**src/rtl/decoder_scan.sv**
```systemverilog
// One-hot decoder with DIRECT and SCAN modes.
// SCAN walks the indices from a captured start, holding each for DWELL enabled cycles.
module decoder_scan #(
    parameter int N     = 4,
    parameter int DWELL = 3
) (
    input  logic            clk,
    input  logic            reset,
    input  logic            enable,
    input  logic            mode,
    input  logic [N-1:0]    sel,
    output logic [2**N-1:0] d,
    output logic [N-1:0]    idx,
    output logic            wrap
);

    localparam int W = 2 ** N;

    localparam logic [1:0] ST_DIRECT = 2'd0;
    localparam logic [1:0] ST_LOAD   = 2'd1;
    localparam logic [1:0] ST_RUN    = 2'd2;

    localparam logic [7:0] CNT_LAST = 8'(DWELL - 1);

    logic [1:0]   state, state_nx;
    logic [7:0]   cnt, cnt_nx;
    logic [N-1:0] idx_nx;
    logic [W-1:0] d_nx;
    logic         wrap_nx;

    // MSB-first: index 0 lights the top bit
    function automatic logic [W-1:0] onehot(input logic [N-1:0] k);
        return {1'b1, {(W-1){1'b0}}} >> k;
    endfunction

    always_comb begin
        state_nx = state;
        cnt_nx   = cnt;
        idx_nx   = idx;
        wrap_nx  = 1'b0;
        d_nx     = '0;
        if (state == ST_DIRECT || !mode) begin
            state_nx = mode ? ST_LOAD : ST_DIRECT;
            idx_nx   = sel;
            cnt_nx   = '0;
            d_nx     = enable ? onehot(sel) : '0;
        end else begin
            // Load and run count identically so the start index gets a full dwell
            state_nx = ST_RUN;
            if (enable) begin
                if (cnt == CNT_LAST) begin
                    cnt_nx  = '0;
                    idx_nx  = idx + N'(1);
                    wrap_nx = (idx == '1);
                end else begin
                    cnt_nx = cnt + 8'd1;
                end
                d_nx = onehot(idx_nx);
            end
        end
    end

    always_ff @(posedge clk or posedge reset) begin
        if (reset) begin
            state <= ST_DIRECT;
            cnt   <= '0;
            idx   <= '0;
            d     <= '0;
            wrap  <= 1'b0;
        end else begin
            state <= state_nx;
            cnt   <= cnt_nx;
            idx   <= idx_nx;
            d     <= d_nx;
            wrap  <= wrap_nx;
        end
    end

endmodule

```
**config.mk**
```make
export PLATFORM = sky130hd
export DESIGN_NAME = decoder_scan
export DESIGN_NICKNAME = d
export VERILOG_FILES = /design/src/rtl/decoder_scan.sv
export SDC_FILE = /design/constraint.sdc
export NUM_CORES = 1
export LEC_CHECK = 0
export ABC_AREA = 1
export ABC_CLOCK_PERIOD_IN_PS = 2100
export BUFFER_PORTS_ARGS = -buffer_cell sky130_fd_sc_hd__buf_2
export CAP_MARGIN = 40
export CORE_MARGIN = 2
export CORE_UTILIZATION = 44
export DETAILED_ROUTE_END_ITERATION = 8
export GPL_TIMING_DRIVEN = 0
export SKIP_LAST_GASP = 1
export SYNTH_ARGS = -nofsm -noshare
export SYNTH_HDL_FRONTEND = slang
export SYNTH_SLANG_ARGS = --single-unit
```
**constraint.sdc**
```tcl
create_clock -name clk -period 2.1 [get_ports clk]
set_input_delay 0 -clock clk [delete_from_list [all_inputs] [get_ports clk]]
set_output_delay 0 -clock clk [all_outputs]
set_load 0.05 [all_outputs]
```
==> results.yml <==
outcome:
  outcome: "finished clean"
run:
  max_cap_violations: 0
sta:
  finalHoldViolCount: 0
  timing.fmax_ghz: 0.5682
  max_slew_margin_pct: 62.66
  tightestPinTransition_ns: 0.5595
  slew_viol_final: 0
  setup_violations: 0
  period_share_pct: 83.80
  grt_setup_unrepaired: "no"
  fin_setup_tns_ns: 0
  min_period_ns: 1.760
  skew_ns: 0.004796
final_layout:
  layout.cell_area.non_filler_um2: 2096
  layout.area.seq_um2: 775.7
  syn_to_final_growth_pct: 18.88
  multi_input_area_um2: 880.8
  finalNetCount: 272
  fraction_of_the_core_area_covered_by_cells_at_the_end_of_the_flow_pct: 53.55
  number_of_filler_cells_placed_in_the_layout: 401
  layout-drive-gt1-share_pct: 25.77
  post_layout_nonfiller_instances: 310
  antenna-diode-count: 0
detailed_routing:
  avgViaCountPerCell: 5.032
  detailedRoute.firstIterationViolations: 65
  detail_route.wl_per_cell_um: 12.56
  totalWireLength_um: 3895
  drc: 0
  route.antenna.remaining_nets: 0
  dr_total_vias: 1560
  first_pass_iters: 4
clocking:
  tritoncts.num_buffers: 5
  tritoncts_clock_tree: "yes"
  clkTransAtPathRegs_ns: 0.06
  cts.sinks: 31
  clockRootBuffer: "clkbuf_8"
  clock_tree.htree_level_count: 2
  clk-insertion-delay-late_ns: 0.28
  post_cts.repair.setup_buffers: 0
  clockBufferDepth: 2
power:
  design_power_total_w: 0.001474
  power.leakage_nw: 1.048
  power_per_cell_area_nw_per_um2: 703.2
  max-vdd-ir-drop_uv: 348.1
die:
  design.die.area_um2: 4529
  io-pin-count: 29
  start_util_pct: 45.04
  fp.dieW_um: 67.30
  core.rowCount: 23
  dieHeight_um: 67.30
  core_region_area_um2: 3914
grt:
  total_congestion_overflow: 0
  first_global_vias: 1451
  groute.usage.overall_pct: 20.28
  grt_first_pass_wirelength_um: 6796
  antenna_violations_before_repair: 0
  grt_start_max_net_pins: 21
place:
  place_congestion: 0.9176
  port_buffers: 28
  place.detailed.instances: 301
  post_place_cell_area_um2: 1993
  place_hpwl_um: 2945
synth:
  synth_cells: 222
  synth.yosys.warnings: 0
  ys_top_cells_by_count: "51 x nand2_1, 31 x dfrtp_1, 23 x nor2_1"
  synth.ff_latch_count: 31
  synth_area_leader_cell: "dfrtp_1"
  netlist_top_cells_area: "dfrtp_1 44%, nand2_1 11%, nand3_1 6.0%"
  syn_area_per_cell_um2: 7.941
  yosysMostFrequentCell: "nand2_1"
  post_synth_instance_area_um2: 1763
  yosysTopAreaCellShare_pct: 44.00
  synth-edff-count: 0
  synth_async_sr_flop_share_pct: 100.0
  number_of_distinct_standard_cells_referenced_by_the_synthesized_netlist: 29
  ys_dominant_reg_cell: "dfrtp_1"
  synth_nets: 233
  share_of_synthesized_area_occupied_by_flip_flops_and_latches_pct: 44.00
setup_path:
  worst-endpoint-required_ns: 2.30
  timing.critical_path.max_delay_family: "simple AND/OR/NAND/NOR gates"
  worst_setup_path_end_kind: "register"
  cp_max_fo: 7
  timing.critical_path.mode_cell: "nand2_1"
  timing.critical_path.cells: "inv_1 -> ha_1 -> nand2_1 -> nor2_2 -> nand2_2 -> nand2_1 -> nand2_1 -> nor2_1 -> nand3_1 -> a21oi_1"
  criticalPathCategory: "reg2reg"
  crit_arrival_ns: 1.96
  crit_buf_inv: 1
  slowest_stage: "dfrtp_1"
  worst_path_largest_cell_delay_ns: 0.40
  timing.critical_path.from_type: "register"
worst_hold_path:
  tightest_hold_check_type: "in2reg"
## cell type report
class | instances | area share (%)
multi-input combinational | 164 | 42.03
timing repair buffer | 32 | 9.433
sequential | 31 | 37.01
inverter | 25 | 4.597
tap | 50 | 2.985
buffer | 2 | 0.4776
clock buffer | 6 | 3.463
## worst register-to-register path: stages (launching register included)
cell     delay [ns]
dfrtp_1        0.40
inv_1          0.11
ha_1           0.20
nand2_1        0.08
nor2_2         0.11
nand2_2        0.13
nand2_1        0.09
nand2_1        0.15
nor2_1         0.18
nand3_1        0.08
a21oi_1        0.14
## cells in the final DEF, fill, tap and decap left out, drive strengths merged, types with 2 or more instances in the layout
master       count
dfrtp           31
nor2            32
dlygate4sd3      3
nor3b            2
o21ai            8
nand2           59
nand3           21
buf             31
nand4            2
inv             25
ha               3
nor3            11
o31ai            2
a21oi           11
o221ai           2
or2              6
clkbuf           6
## registers in the layout (all words and copies together) (netlist names)
name	flops
d	16
cnt	8
wrap	1
state	2
idx	4
## layer usage
metal	vias to the layer above	share of wire [%]	GRT usage, %
met5	-	0	0
met4	0	1.7	6.888
met3	5	5.9	5.000
met2	48	43	30.32
met1	708	49	28.65
li1	799	-	-
## per-stage QoR
stage / hold slack [ns] / worst slack (ns)
2_1_floorplan: 0.1035 / 0.3520
3_3_place_gp: 0.2334 / 0.4275
3_5_place_dp: 0.07931 / 0.3806
4_1_cts: 0.06354 / 0.3197
5_1_grt: 0.08357 / 0.1461
6_report: 0.07137 / 0.3402
## path summary, 6_finish.rpt
check	to	slack, ns	cells past startpoint	start
min in group asynchronous	cnt[7]	0.31	3	reset
hold reg to reg	state[0]	0.52	3	state[1]
max in group asynchronous	idx[0]	1.30	4	reset
setup reg to reg	d[6]	0.34	10	cnt[0]
hold / removal	d[8]	0.07	3	enable
setup / recovery	d[6]	0.34	10	cnt[0]
## power by group
part	internal, W	leakage, nW	switching (W)
combinational	0.000116	0.593	0.000298
sequential	0.000628	0.419	0.0000253
clock	0.000220	0.0371	0.000187
total	0.000963	1.05	0.000511
## kinds of logic after synthesis
family	count (synthesis)	share of synthesized area (%)
AOI/OAI and AO/OA	25	8.872
xor gates and xnor gates	1	0.4969
adders and majority gates	3	2.129
buffers and inverters	27	6.033
DFF	31	44.00
and+or+nand+nor	135	38.47
## what timing repair did
item	in CTS	in global routing
resized for setup	0	0
hold buffers	3	0
hold endpoints to repair	13	0
Note: power is estimated with default switching activity, not from simulation.
